`config.mk`:
```
export PLATFORM = sky130hd
export DESIGN_NAME = apb_master_ctrl_flat
export DESIGN_NICKNAME = d
export VERILOG_FILES = /design/src/rtl/apb_master_ctrl_if.sv /design/src/rtl/apb_master_ctrl.sv /design/src/flat_wrapper.sv
export SDC_FILE = /design/constraint.sdc
export NUM_CORES = 1
export LEC_CHECK = 0
export CORE_ASPECT_RATIO = 0.6
export CORE_MARGIN = 1.5
export CORE_UTILIZATION = 45
export CTS_BUF_LIST = sky130_fd_sc_hd__clkbuf_8
export DETAILED_ROUTE_END_ITERATION = 10
export PLACE_DENSITY = 0.85
export SLEW_MARGIN = 20
export SYNTH_ARGS = -nofsm -noshare
export SYNTH_HDL_FRONTEND = slang
export SYNTH_SLANG_ARGS = --single-unit
```
`constraint.sdc`:
```
create_clock -name clk -period 2.6 [get_ports clk]
set_input_delay 0.52 -clock clk [delete_from_list [all_inputs] [get_ports clk]]
set_output_delay 0.52 -clock clk [all_outputs]
set_load 0.02 [all_outputs]
```
`src/rtl/apb_master_ctrl_if.sv`:
```
// APB master controller bus bundle: local command/response handshake plus APB requester/completer signals.
// Latency: none, wiring only.
// Backpressure: cmd_ready gates command acceptance; the APB side stalls via ready.
`ifndef APB_ADDR_WIDTH
`define APB_ADDR_WIDTH 32
`endif
`ifndef APB_DATA_WIDTH
`define APB_DATA_WIDTH 32
`endif

interface apb_master_ctrl_if #(
    parameter int ADDR_WIDTH = `APB_ADDR_WIDTH,
    parameter int DATA_WIDTH = `APB_DATA_WIDTH
);
    // local command side
    logic                      cmd_valid;
    logic                      cmd_ready;
    logic                      cmd_write;
    logic [ADDR_WIDTH-1:0]     cmd_addr;
    logic [DATA_WIDTH-1:0]     cmd_wdata;
    logic [DATA_WIDTH/8-1:0]   cmd_strb;
    logic [2:0]                cmd_prot;

    // completion response
    logic                      rsp_valid;
    logic [DATA_WIDTH-1:0]     rsp_rdata;
    logic                      rsp_error;

    // APB requester outputs
    logic [ADDR_WIDTH-1:0]     addr;
    logic                      sel;
    logic                      enable;
    logic                      write;
    logic [DATA_WIDTH-1:0]     wdata;
    logic [DATA_WIDTH/8-1:0]   strb;
    logic [2:0]                prot;

    // APB completer inputs
    logic                      ready;
    logic [DATA_WIDTH-1:0]     rdata;
    logic                      slave_error;

    // controller view
    modport master (
        input  cmd_valid, cmd_write, cmd_addr, cmd_wdata, cmd_strb, cmd_prot,
        output cmd_ready,
        output rsp_valid, rsp_rdata, rsp_error,
        output addr, sel, enable, write, wdata, strb, prot,
        input  ready, rdata, slave_error
    );

    // command source / APB completer view
    modport slave (
        output cmd_valid, cmd_write, cmd_addr, cmd_wdata, cmd_strb, cmd_prot,
        input  cmd_ready,
        input  rsp_valid, rsp_rdata, rsp_error,
        input  addr, sel, enable, write, wdata, strb, prot,
        output ready, rdata, slave_error
    );
endinterface

```
`src/rtl/apb_master_ctrl.sv`:
```
// APB master controller: turns one local command into an APB SETUP/ACCESS transfer and a one-cycle response.
// Latency: accept at T, SETUP T+1, ACCESS T+2, response one cycle after ready (T+3 with zero waits).
// Backpressure: cmd_ready high only in IDLE; APB ready=0 holds ACCESS (optional timeout: APB_MASTER_TIMEOUT_EN).
`ifndef APB_ADDR_WIDTH
`define APB_ADDR_WIDTH 32
`endif
`ifndef APB_DATA_WIDTH
`define APB_DATA_WIDTH 32
`endif

module apb_master_ctrl #(
    parameter int ADDR_WIDTH     = `APB_ADDR_WIDTH,
    parameter int DATA_WIDTH     = `APB_DATA_WIDTH,
    parameter int TIMEOUT_CYCLES = 16
) (
    input  logic                clk,
    input  logic                rst,
    apb_master_ctrl_if.master   bus
);
    localparam int STRB_WIDTH = DATA_WIDTH / 8;

    typedef enum logic [1:0] {
        ST_IDLE   = 2'd0,
        ST_SETUP  = 2'd1,
        ST_ACCESS = 2'd2
    } state_t;

    state_t                  r_state;
    state_t                  w_state_nxt;

    logic [ADDR_WIDTH-1:0]   r_addr;
    logic                    r_write;
    logic [DATA_WIDTH-1:0]   r_wdata;
    logic [STRB_WIDTH-1:0]   r_strb;
    logic [2:0]              r_prot;
    logic                    r_sel;
    logic                    r_enable;
    logic                    r_rsp_valid;
    logic [DATA_WIDTH-1:0]   r_rsp_rdata;
    logic                    r_rsp_error;

    logic                    w_load_cmd;
    logic                    w_sel_nxt;
    logic                    w_enable_nxt;
    logic                    w_rsp_valid_nxt;
    logic [DATA_WIDTH-1:0]   w_rsp_rdata_nxt;
    logic                    w_rsp_error_nxt;
    logic                    w_timeout;

`ifdef APB_MASTER_TIMEOUT_EN
    localparam int CNT_W = $clog2(TIMEOUT_CYCLES + 1);

    logic [CNT_W-1:0]        r_wait_cnt;

    // Wait-state counter: held at zero outside ACCESS so it is clear on entry,
    // then counts every ACCESS cycle the completer leaves ready low.
    always_ff @(posedge clk) begin
        if (rst) begin
            r_wait_cnt <= '0;
        end else if (r_state != ST_ACCESS) begin
            r_wait_cnt <= '0;
        end else if (!bus.ready) begin
            r_wait_cnt <= r_wait_cnt + 1'b1;
        end
    end

    // This wait cycle brings the count to the limit; ready=1 in it still completes normally.
    assign w_timeout = (r_state == ST_ACCESS) && !bus.ready &&
                       (r_wait_cnt == CNT_W'(TIMEOUT_CYCLES - 1));
`else
    logic                    w_unused_timeout;

    // Without the timeout, ACCESS waits for ready indefinitely.
    assign w_timeout        = 1'b0;
    assign w_unused_timeout = (TIMEOUT_CYCLES > 0);
`endif

    // State register.
    always_ff @(posedge clk) begin
        if (rst) begin
            r_state <= ST_IDLE;
        end else begin
            r_state <= w_state_nxt;
        end
    end

    // Next state and next values of the registered control/response outputs.
    always_comb begin
        w_state_nxt     = r_state;
        w_load_cmd      = 1'b0;
        w_sel_nxt       = r_sel;
        w_enable_nxt    = r_enable;
        w_rsp_valid_nxt = 1'b0;
        w_rsp_rdata_nxt = r_rsp_rdata;
        w_rsp_error_nxt = r_rsp_error;
        case (r_state)
            ST_IDLE: begin
                // cmd_ready is high in IDLE, so cmd_valid alone means acceptance.
                if (bus.cmd_valid) begin
                    w_load_cmd   = 1'b1;
                    w_state_nxt  = ST_SETUP;
                    w_sel_nxt    = 1'b1;
                    w_enable_nxt = 1'b0;
                end
            end
            ST_SETUP: begin
                // SETUP lasts exactly one cycle; ready here is ignored.
                w_state_nxt  = ST_ACCESS;
                w_sel_nxt    = 1'b1;
                w_enable_nxt = 1'b1;
            end
            ST_ACCESS: begin
                if (bus.ready) begin
                    w_state_nxt     = ST_IDLE;
                    w_sel_nxt       = 1'b0;
                    w_enable_nxt    = 1'b0;
                    w_rsp_valid_nxt = 1'b1;
                    w_rsp_error_nxt = bus.slave_error;
                    w_rsp_rdata_nxt = r_write ? '0 : bus.rdata;
                end else if (w_timeout) begin
                    w_state_nxt     = ST_IDLE;
                    w_sel_nxt       = 1'b0;
                    w_enable_nxt    = 1'b0;
                    w_rsp_valid_nxt = 1'b1;
                    w_rsp_error_nxt = 1'b1;
                    w_rsp_rdata_nxt = '0;
                end
            end
            default: begin
                w_state_nxt  = ST_IDLE;
                w_sel_nxt    = 1'b0;
                w_enable_nxt = 1'b0;
            end
        endcase
    end

    // Control strobes and response registers.
    always_ff @(posedge clk) begin
        if (rst) begin
            r_sel       <= 1'b0;
            r_enable    <= 1'b0;
            r_rsp_valid <= 1'b0;
            r_rsp_rdata <= '0;
            r_rsp_error <= 1'b0;
        end else begin
            r_sel       <= w_sel_nxt;
            r_enable    <= w_enable_nxt;
            r_rsp_valid <= w_rsp_valid_nxt;
            r_rsp_rdata <= w_rsp_rdata_nxt;
            r_rsp_error <= w_rsp_error_nxt;
        end
    end

    // Transfer fields: captured only on acceptance so they stay stable through ACCESS.
    always_ff @(posedge clk) begin
        if (rst) begin
            r_addr  <= '0;
            r_write <= 1'b0;
            r_wdata <= '0;
            r_strb  <= '0;
            r_prot  <= '0;
        end else if (w_load_cmd) begin
            r_addr  <= bus.cmd_addr;
            r_write <= bus.cmd_write;
            r_wdata <= bus.cmd_wdata;
            r_strb  <= bus.cmd_write ? bus.cmd_strb : '0;
            r_prot  <= bus.cmd_prot;
        end
    end

    assign bus.cmd_ready = (r_state == ST_IDLE);
    assign bus.addr      = r_addr;
    assign bus.sel       = r_sel;
    assign bus.enable    = r_enable;
    assign bus.write     = r_write;
    assign bus.wdata     = r_wdata;
    assign bus.strb      = r_strb;
    assign bus.prot      = r_prot;
    assign bus.rsp_valid = r_rsp_valid;
    assign bus.rsp_rdata = r_rsp_rdata;
    assign bus.rsp_error = r_rsp_error;

endmodule

```
`src/flat_wrapper.sv`:
```
// flat-port wrapper written by rule: the top's interface ports become plain ports
module apb_master_ctrl_flat 
#(
    parameter int ADDR_WIDTH     = `APB_ADDR_WIDTH,
    parameter int DATA_WIDTH     = `APB_DATA_WIDTH,
    parameter int TIMEOUT_CYCLES = 16
)
  (clk, rst, bus_cmd_valid, bus_cmd_write, bus_cmd_addr, bus_cmd_wdata, bus_cmd_strb, bus_cmd_prot, bus_cmd_ready, bus_rsp_valid, bus_rsp_rdata, bus_rsp_error, bus_addr, bus_sel, bus_enable, bus_write, bus_wdata, bus_strb, bus_prot, bus_ready, bus_rdata, bus_slave_error);
  apb_master_ctrl_if #(.ADDR_WIDTH(ADDR_WIDTH), .DATA_WIDTH(DATA_WIDTH)) bus_i ();
  input  logic clk;
  input  logic rst;
  input wire logic [$bits(bus_i.cmd_valid)-1:0] bus_cmd_valid;
  input wire logic [$bits(bus_i.cmd_write)-1:0] bus_cmd_write;
  input wire logic [$bits(bus_i.cmd_addr)-1:0] bus_cmd_addr;
  input wire logic [$bits(bus_i.cmd_wdata)-1:0] bus_cmd_wdata;
  input wire logic [$bits(bus_i.cmd_strb)-1:0] bus_cmd_strb;
  input wire logic [$bits(bus_i.cmd_prot)-1:0] bus_cmd_prot;
  output wire logic [$bits(bus_i.cmd_ready)-1:0] bus_cmd_ready;
  output wire logic [$bits(bus_i.rsp_valid)-1:0] bus_rsp_valid;
  output wire logic [$bits(bus_i.rsp_rdata)-1:0] bus_rsp_rdata;
  output wire logic [$bits(bus_i.rsp_error)-1:0] bus_rsp_error;
  output wire logic [$bits(bus_i.addr)-1:0] bus_addr;
  output wire logic [$bits(bus_i.sel)-1:0] bus_sel;
  output wire logic [$bits(bus_i.enable)-1:0] bus_enable;
  output wire logic [$bits(bus_i.write)-1:0] bus_write;
  output wire logic [$bits(bus_i.wdata)-1:0] bus_wdata;
  output wire logic [$bits(bus_i.strb)-1:0] bus_strb;
  output wire logic [$bits(bus_i.prot)-1:0] bus_prot;
  input wire logic [$bits(bus_i.ready)-1:0] bus_ready;
  input wire logic [$bits(bus_i.rdata)-1:0] bus_rdata;
  input wire logic [$bits(bus_i.slave_error)-1:0] bus_slave_error;
  assign bus_i.cmd_valid = bus_cmd_valid;
  assign bus_i.cmd_write = bus_cmd_write;
  assign bus_i.cmd_addr = bus_cmd_addr;
  assign bus_i.cmd_wdata = bus_cmd_wdata;
  assign bus_i.cmd_strb = bus_cmd_strb;
  assign bus_i.cmd_prot = bus_cmd_prot;
  assign bus_cmd_ready = bus_i.cmd_ready;
  assign bus_rsp_valid = bus_i.rsp_valid;
  assign bus_rsp_rdata = bus_i.rsp_rdata;
  assign bus_rsp_error = bus_i.rsp_error;
  assign bus_addr = bus_i.addr;
  assign bus_sel = bus_i.sel;
  assign bus_enable = bus_i.enable;
  assign bus_write = bus_i.write;
  assign bus_wdata = bus_i.wdata;
  assign bus_strb = bus_i.strb;
  assign bus_prot = bus_i.prot;
  assign bus_i.ready = bus_ready;
  assign bus_i.rdata = bus_rdata;
  assign bus_i.slave_error = bus_slave_error;
  apb_master_ctrl #(.ADDR_WIDTH(ADDR_WIDTH), .DATA_WIDTH(DATA_WIDTH), .TIMEOUT_CYCLES(TIMEOUT_CYCLES)) u_core (.clk(clk), .rst(rst), .bus(bus_i));
endmodule
```
==> results of run 1 <==
## power by group through the flow
stage | Combinational (mW) | Clock, mW | Sequential [mW]
finish | 0.809 | 1.08 | 1.82
global route | 0.861 | 1.19 | 1.83
CTS | 0.817 | 1.13 | 1.82
detailed placement | 0.813 | 0 | 1.86
global placement | 0.798 | 0 | 1.85
floorplan | 0.308 | 0 | 1.96
## flip-flops by register name, indices dropped and copies added, names as in the netlist
signal	flops
u_core.bus.strb	4
u_core.bus.rsp_rdata	32
u_core.bus.wdata	32
u_core.bus.addr	32
u_core.bus.rsp_valid	1
u_core.bus.sel	1
u_core.bus.enable	1
u_core.r_state	1
u_core.bus.rsp_error	1
u_core.bus.write	1
u_core.bus.prot	3
## worst paths after layout
check	startpoint	to	slack [ns]	cells after the start
worst min-delay path	u_core.bus.wdata[0]$_SDFFE_PP0P_	u_core.bus.wdata[0]$_SDFFE_PP0P_	0.47	2
worst max-delay path	u_core.bus.enable$_SDFFE_PP0P_	bus_enable	0.52	1
worst max register to register	u_core.bus.enable$_SDFFE_PP0P_	u_core.bus.rsp_rdata[9]$_SDFFE_PP0P_	1.17	3
worst min register to register	u_core.bus.wdata[0]$_SDFFE_PP0P_	u_core.bus.wdata[0]$_SDFFE_PP0P_	0.47	2
## layout by cell type (no fill, tap or decap), drive strengths merged
master | Yosys | final
a21oi | 1 | 1
clkinvlp | 0 | 2
nand3b | 4 | 4
bufinv | 0 | 2
inv | 1 | 2
or2b | 1 | 1
nor3 | 1 | 1
a2111oi | 1 | 1
and3b | 1 | 1
mux2i | 105 | 105
nand2b | 174 | 174
buf | 14 | 8
nor2b | 2 | 2
or3b | 33 | 33
nor2 | 1 | 1
nor3b | 1 | 1
clkbuf | 24 | 9
o21a | 1 | 1
dfxtp | 109 | 109
clkdlybuf4s50 | 0 | 216
## per-layer routing
layer	vias up	wire length [um]	GRT usage, %
li1	1946	-	-
met1	1768	5570	26.3
met2	131	5540	34.4
met3	14	873	6.85
met4	0	178	5.87
met5	-	0	0
## through the flow
step | cells | instance area [um2] | power [mW]
2_1_floorplan | 474 | 4980 | 2.27
5_1_grt | 813 | 7370 | 3.88
6_report | 813 | 7370 | 3.71
3_3_place_gp | 799 | 7160 | 2.65
4_1_cts | 813 | 7370 | 3.76
3_5_place_dp | 799 | 7160 | 2.67
## cell families (layout without fill, tap and decap cells)
logic type,after synthesis,count (layout),synth area share (%)
simple gates,218,218,29.3
flops,109,109,43.8
mux,105,105,21.1
buf+inv,39,239,5.25
compound gates,3,3,0.553
## area by class of cell
cell class                      instances  area (um2)
Multi-Input combinational cell        326        2540
Inverter                                1        3.75
Tap cell                              139         174
Clock buffer                            9         124
Fill cell                             806        3300
Timing Repair Buffer                  224        2260
Sequential cell                       109        2180
Clock inverter                          5        78.8
==> run_results.csv, run 1 <==
group,metric,value,unit
synth,yosys-top-cells-count,"nand2b_1, dfxtp_1, mux2i_1",
sta,timing.final.ws_setup,0.522,ns
clock_network,holdBufCountCts,0,
synth,avgSynthCellArea,10.5,um2
placed_design,dp_hpwl,8770,um
worst_setup_path,crit_family,"buffers and inverters",
synth,yosysMostFrequentCell,"nand2b_1",
sta,slew_violations,0,
worst_setup_path,path_class,"reg -> out",
floorplanning,core,10700,um2
placed_design,place.port_buffers,217,
synth,yosys.area.top_type_share,43.8,%
floorplanning,floorplan.initialDensity,46.7,%
pwr,comb_power_share,21.8,%
drt,viasPerCell,4.75,
clock_network,postCtsSetupBuffers,0,
finish,areaGrowthSynthToFinish,47.9,%
worst_setup_path,crit_arrival,1.56,ns
sta,relSlewSlack,68.8,%
synth,synth_top_flop_cell,"dfxtp_1",
worst_setup_path,path_max_fanout,8,
clock_network,clkTransAtPathRegs,0.09,ns
sta,final.setup.tns,0,ns
worst_setup_path,critPathRequiredTime,2.08,ns
synth,ys_seq_area_share,43.8,%
synth,synth_largest_area_cell,"dfxtp_1",
finish,fin_nets,780,
worst_setup_path,cp-start-kind,"flip-flop",
worst_setup_path,slowest_stage,"clkdlybuf4s50_1",
drt,drt_iter0_drc,107,
drt,drt-wirelength-per-cell,15.0,um
synth,synth_cells,474,
drt,first_pass_iters,4,
sta,setup_violations,0,
worst_setup_path,path_buf_inv,1,
grt,grt_pass1_vias,3898,
sta,worst_slew_pin_slew,0.469,ns
placed_design,place_ws,0.634,ns
grt,grt_max_degree,103,
floorplanning,die_w,139,um
pwr,p_int,2.76,mW
synth,yosys_register_bits,109,
sta,hold_violations,0,
clock_network,cts_tree,"built",
grt,grt_overflow,0,
pwr,p_leak,2.72,nW
synth,synth_area_leaders,"dfxtp_1, nand2b_1, mux2i_1",
synth,yosys_warnings,0,
floorplanning,fp.dieH,84.5,um
sta,fin_crit,2.08,ns
clock_network,cts_made_buffers,9,
pwr,power_frac_seq,49.0,%
sta,period_share,79.9,%
floorplanning,num_rows,29,
sta,fin_worst_skew,0.0103,ns
clock_network,cts_resized,0,
synth,syn_nets,583,
status,outcome,"complete, no violations",
grt,grt_pass1_wl,19600,um
sta,rsz0062_at_grt,"no",
pwr,power_density,503,nW/um2
finish,post_route_cells_drive_above_1_share,3.71,%
pwr,peakVddDrop,0.000344,V
pwr,power_frac_clock,29.2,%
sta,fmax,481,MHz
drt,postRouteAntennaNets,0,
grt,antenna_found_initial,0,
floorplanning,io_pins,218,
clock_network,cts_sinks,109,
worst_setup_path,crit_path_end_kind,"output pin",
drt,via_count,3859,
finish,n_antenna_cell,0,
worst_setup_path,cp_cell_sequence,"clkdlybuf4s50_1",
clock_network,clk_latency,0.36,ns
sta,hold_slack,0.474,ns
synth,ys_types,21,
synth,syn_area,4980,um2
floorplanning,dieArea,11700,um2
drt,drc,0,
worst_setup_path,slowest_delay,0.69,ns
drt,wl,12200,um
finish,post-route-util,69.0,%
min_path,hold_class,"reg -> reg",
synth,async_flop_share,0,%
clock_network,ctsHtreeMaxLevel,3,
grt,track_usage,20.9,%
clock_network,clk_path_buf_depth,2,
pwr,p_switching,0.950,mW
clock_network,root_buffer,"clkbuf_8",
job,drv_cap,0,
placed_design,place.gp.congestion,0.760,
synth,synth-edff-count,0,
pwr,power_switching_share,25.6,%
No activity file was read; power rests on OpenSTA's default activity.
==> run 2: changes to the inputs <==
CORE_UTILIZATION = 44   (was 45)
PLACE_DENSITY = 0.83   (was 0.85)
clock period = 2.1 ns   (was 2.6 ns; I/O delays follow)
==> run 2 against run 1 <==
Effect of this change: non-clock buffer count is 2 lower; clock power is 24% higher; sequential cell count stayed put; count of clock-buffer cells in the layout stayed put; final area hardly changed; combinational power is 24% higher; critical endpoint unchanged.
==> run_results.csv, run 2 (synthesis results as in run 1) <==
group,metric,value,unit
worst_setup_path,crit_arrival,1.53,ns
grt,track_usage,20.7,%
finish,stdcell_area,7360,um2
sta,worst_slew_pin_slew,0.672,ns
floorplanning,die_w,140,um
pwr,p_switching,1.18,mW
pwr,power_switching_share,25.7,%
finish,post_route_cells_drive_above_1_share,3.42,%
worst_setup_path,r2r-end,"u_core.bus.addr[23]$_SDFFE_PP0P_",
pwr,p_leak,2.71,nW
clock_network,postCtsSetupBuffers,0,
pwr,power_frac_seq,49.0,%
worst_setup_path,critical_path_depth,1,
worst_setup_path,critPathCapture,"bus_enable",
worst_setup_path,path_class,"reg -> out",
drt,viasPerCell,4.75,
sta,slew_violations,0,
clock_network,clkTransAtPathRegs,0.09,ns
sta,fin_crit,1.95,ns
floorplanning,core,10800,um2
worst_setup_path,critPathRequiredTime,1.68,ns
finish,fin_nets,778,
pwr,peakVddDrop,0.000418,V
worst_setup_path,rr_startpoint,"u_core.bus.enable$_SDFFE_PP0P_",
placed_design,dp_hpwl,8570,um
worst_setup_path,worst_r2r_path_depth,3,
drt,drt_iter0_drc,146,
pwr,power_frac_clock,29.2,%
finish,final_cell_mix,"clkdlybuf4s50_1, nand2b_1, dfxtp_1, mux2i_1, or3b_1",
floorplanning,fp.dieH,85.4,um
worst_setup_path,r2r_slack,0.73,ns
grt,grt_overflow,0,
drt,postRouteAntennaNets,0,
job,drv_cap,0,
min_path,hold_class,"reg -> reg",
drt,via_count,3850,
drt,drt-wirelength-per-cell,15.1,um
sta,rsz0062_at_grt,"no",
sta,hold_violations,0,
clock_network,clk_latency,0.36,ns
worst_setup_path,path_max_fanout,8,
worst_setup_path,slowest_delay,0.67,ns
pwr,p_total,4.59,mW
clock_network,ctsHtreeMaxLevel,3,
pwr,comb_power_share,21.8,%
grt,grt_pass1_wl,19800,um
sta,relSlewSlack,55.2,%
clock_network,cts_sinks,109,
finish,n_antenna_cell,0,
finish,areaGrowthSynthToFinish,47.9,%
status,outcome,"complete, no violations",
worst_setup_path,crit_start,"u_core.bus.enable$_SDFFE_PP0P_",
floorplanning,floorplan.initialDensity,46.2,%
sta,timing.final.ws_setup,0.147,ns
worst_setup_path,crit_path_end_kind,"output pin",
sta,final.setup.tns,0,ns
pwr,p_int,3.41,mW
drt,wl,12300,um
floorplanning,io_pins,218,
grt,grt_max_degree,215,
grt,grt_pass1_vias,3815,
clock_network,holdBufCountCts,0,
finish,final_common_cell,"clkdlybuf4s50_1",
placed_design,place.gp.congestion,0.791,
clock_network,clk_path_buf_depth,2,
floorplanning,num_rows,29,
worst_setup_path,crit_family,"buffers and inverters",
sta,fmax,512,MHz
sta,period_share,93.0,%
clock_network,cts_resized,0,
drt,drc,0,
placed_design,placed_area,7160,um2
clock_network,cts_made_buffers,9,
pwr,power_density,624,nW/um2
worst_setup_path,path_buf_inv,1,
grt,antenna_found_initial,0,
clock_network,root_buffer,"clkbuf_8",
floorplanning,dieArea,12000,um2
sta,setup_violations,0,
worst_setup_path,slowest_stage,"clkdlybuf4s50_1",
drt,first_pass_iters,4,
sta,fin_worst_skew,0.00745,ns
placed_design,place.port_buffers,217,
worst_setup_path,cp-start-kind,"flip-flop",
placed_design,place_ws,0.241,ns
worst_setup_path,cp_cell_sequence,"clkdlybuf4s50_1",
clock_network,cts_tree,"built",
run 2: cell types whose count changed in the layout (fill, tap and decap cells not counted):
| cell | delta |
|---|---|
| buf_4 | -3 |
| buf_12 | +1 |
run 2: power groups by stage:
stage / Clock [mW] / Combinational [mW] / Sequential, mW
after CTS: 1.39 / 1.01 / 2.25
final: 1.34 / 1.00 / 2.25
after floorplan: 0 / 0.381 / 2.43
after global routing: 1.47 / 1.07 / 2.27
after detailed placement: 0 / 1.01 / 2.30
after global placement: 0 / 0.987 / 2.29
run 2: area by class of cell:
type,instances,area (um2)
flip-flops and latches,109,2180
fillers,827,3410
clock buffers,9,124
repair buffers,222,2260
multi-input cells,326,2540
inverters,1,3.75
clock inverters,5,78.8
well taps,139,174
run 2: how the worst min path moves through the flow:
stage,start,endpoint,depth (start not counted)
2_1_floorplan,u_core.bus.addr[0]$_SDFFE_PP0P_,u_core.bus.addr[0]$_SDFFE_PP0P_,2
3_3_place_gp,u_core.bus.wdata[25]$_SDFFE_PP0P_,u_core.bus.wdata[25]$_SDFFE_PP0P_,2
3_5_place_dp,u_core.bus.addr[19]$_SDFFE_PP0P_,u_core.bus.addr[19]$_SDFFE_PP0P_,2
4_1_cts,u_core.bus.rsp_rdata[16]$_SDFFE_PP0P_,u_core.bus.rsp_rdata[16]$_SDFFE_PP0P_,2
5_1_grt,u_core.bus.rsp_rdata[0]$_SDFFE_PP0P_,u_core.bus.rsp_rdata[0]$_SDFFE_PP0P_,2
6_report,u_core.bus.addr[29]$_SDFFE_PP0P_,u_core.bus.addr[29]$_SDFFE_PP0P_,2
run 2: stage by stage:
stage / util [%] / hold WS, ns / std cells
after floorplan: - / 0.546 / 474
after CTS: 68.3 / 0.480 / 811
after global routing: 68.3 / 0.496 / 811
final: 68.3 / 0.476 / 811
after detailed placement: 66.4 / 0.460 / 797
after global placement: 66.4 / 0.457 / 797
run 2: metal layers:
| metal | vias up | global-route usage, % | wire length, um |
|---|---|---|---|
| li1 | 1945 | - | - |
| met1 | 1760 | 26.5 | 5600 |
| met2 | 132 | 33.7 | 5600 |
| met3 | 13 | 7.22 | 923 |
| met4 | 0 | 5.07 | 141 |
| met5 | - | 0 | 0 |
run 2: worst register-to-register path: cells and delay by family, from the launching register on:
kind          cells  cell delay, ns
simple gates      1            0.33
flops             1            0.41
buf+inv           1            0.31
mux               1            0.25
==> run 3: changes to the inputs <==
==> constraint.sdc (replaced) <==
create_clock -name clk -period 2.1 [get_ports clk]
set_input_delay 0.21 -clock clk [delete_from_list [all_inputs] [get_ports clk]]
set_output_delay 0.21 -clock clk [all_outputs]
set_load 0.02 [all_outputs]
==> run 3 against run 2 <==
Effect of this change: count of clock-buffer cells in the layout unchanged; non-clock buffer count up 1; critical path depth stayed put; register-to-register slack worse by 0.04 ns; critical endpoint is now bus_write; clock skew increased by 0.0065 ns; core utilization is 0.093 points lower; setup slack improved by 0.039 ns; sequential cell count did not move.
==> run_results.csv, run 3 (synthesis results as in run 1) <==
group,metric,value,unit
status,outcome,"complete, no violations",
floorplanning,fp.dieH,85.4,um
grt,track_usage,20.7,%
pwr,comb_power_share,22.6,%
grt,grt_pass1_wl,19700,um
finish,post_route_cells_drive_above_1_share,4.00,%
finish,final_cell_mix,"clkdlybuf4s50_1, nand2b_1, dfxtp_1, mux2i_1, or3b_1",
job,drv_cap,0,
worst_setup_path,cp_cell_sequence,"clkdlybuf4s50_1",
grt,antenna_found_initial,0,
worst_setup_path,cp-start-kind,"flip-flop",
drt,via_count,3918,
floorplanning,dieArea,12000,um2
worst_setup_path,critPathRequiredTime,1.89,ns
pwr,power_frac_clock,26.4,%
sta,fmax,522,MHz
pwr,power_frac_seq,51.0,%
sta,rsz0062_at_grt,"no",
sta,period_share,91.2,%
pwr,power_density,603,nW/um2
worst_setup_path,crit_arrival,1.70,ns
finish,n_antenna_cell,0,
floorplanning,io_pins,218,
floorplanning,core,10800,um2
finish,stdcell_area,7350,um2
placed_design,place.gp.congestion,0.814,
worst_setup_path,crit_family,"buffers and inverters",
drt,viasPerCell,4.81,
pwr,peakVddDrop,0.000345,V
min_path,hold_class,"in -> reg",
worst_setup_path,path_class,"reg -> out",
clock_network,clk_path_buf_depth,2,
floorplanning,num_rows,29,
drt,first_pass_iters,4,
worst_setup_path,slowest_delay,0.70,ns
sta,slew_violations,0,
clock_network,cts_made_buffers,9,
clock_network,cts_resized,0,
worst_setup_path,path_max_fanout,15,
clock_network,clk_latency,0.37,ns
clock_network,holdBufCountCts,0,
clock_network,ctsHtreeMaxLevel,3,
sta,final.setup.tns,0,ns
sta,relSlewSlack,66.8,%
grt,grt_overflow,0,
sta,fin_worst_skew,0.0139,ns
finish,fin_nets,779,
clock_network,root_buffer,"clkbuf_8",
finish,final_common_cell,"clkdlybuf4s50_1",
drt,drt-wirelength-per-cell,15.4,um
sta,timing.final.ws_setup,0.185,ns
drt,drc,0,
worst_setup_path,path_buf_inv,1,
sta,setup_violations,0,
sta,hold_slack,0.294,ns
pwr,p_int,3.20,mW
drt,drt_iter0_drc,129,
pwr,p_leak,2.71,nW
worst_setup_path,slowest_stage,"clkdlybuf4s50_1",
sta,hold_violations,0,
sta,worst_slew_pin_slew,0.497,ns
finish,n_fill_cell,819,
clock_network,clkTransAtPathRegs,0.10,ns
finish,areaGrowthSynthToFinish,47.7,%
clock_network,postCtsSetupBuffers,0,
sta,fin_crit,1.91,ns
drt,wl,12500,um
drt,postRouteAntennaNets,0,
floorplanning,die_w,140,um
placed_design,place_ws,0.431,ns
clock_network,cts_sinks,109,
worst_setup_path,crit_path_end_kind,"output pin",
grt,grt_max_degree,90,
floorplanning,floorplan.initialDensity,46.2,%
placed_design,place.port_buffers,217,
placed_design,dp_hpwl,9030,um
grt,grt_pass1_vias,3977,
clock_network,cts_tree,"built",
pwr,p_switching,1.23,mW
placed_design,placed_area,7180,um2
pwr,power_switching_share,27.8,%
==> run 3: cell count changes in the layout (fill, tap and decap cells not counted) <==
| cell | before | now |
|---|---|---|
| clkinv_4 | 0 | 1 |
| clkinv_2 | 0 | 3 |
| clkinvlp_4 | 2 | 1 |
| bufinv_16 | 2 | 0 |
| inv_1 | 2 | 1 |
| inv_6 | 0 | 2 |
| buf_12 | 4 | 5 |
==> run 3: power by group through the flow <==
stage	clock network [mW]	registers, mW	logic, mW
after floorplan	0	2.43	0.381
after global placement	0	2.30	0.984
after detailed placement	0	2.30	1.01
after CTS	1.21	2.26	1.01
after global routing	1.29	2.27	1.06
final	1.17	2.26	1.00
==> run 3: per-layer routing <==
metal | part of all wire [%] | vias to the layer above | track usage, %
met1 | 45 | 1817 | 25.7
met4 | 1.7 | 0 | 6.51
met5 | 0 | - | 0
met3 | 6.2 | 18 | 5.36
met2 | 47 | 136 | 35.7
li1 | - | 1947 | -
==> run 3: final timing paths <==
check / cells after the start / from / end / slack [ns]
hold / removal: 2 / rst / u_core.r_state[0]$_SDFFE_PP0P_ / 0.29
setup reg to reg: 3 / u_core.bus.write$_SDFFE_PP0P_ / u_core.bus.rsp_rdata[9]$_SDFFE_PP0P_ / 0.69
hold reg to reg: 2 / u_core.bus.wdata[19]$_SDFFE_PP0P_ / u_core.bus.wdata[19]$_SDFFE_PP0P_ / 0.48
setup / recovery: 1 / u_core.bus.write$_SDFFE_PP0P_ / bus_write / 0.19
==> run 3: final cells by class <==
cell class	instances	area [um2]	share of cell area, %
Sequential cell	109	2180	29.7
Tap cell	139	174	2.37
Multi-Input combinational cell	326	2540	34.6
Clock buffer	9	124	1.68
Clock inverter	7	48.8	0.664
Timing Repair Buffer	223	2280	31.0
Inverter	1	3.75	0.0510
==> run 3: through the flow <==
| stage | instances | util, % | power [mW] |
|---|---|---|---|
| floorplan | 474 | - | 2.81 |
| global placement | 798 | 66.6 | 3.28 |
| detailed placement | 798 | 66.6 | 3.31 |
| CTS | 814 | 68.2 | 4.48 |
| global route | 814 | 68.2 | 4.62 |
| finish | 814 | 68.2 | 4.43 |
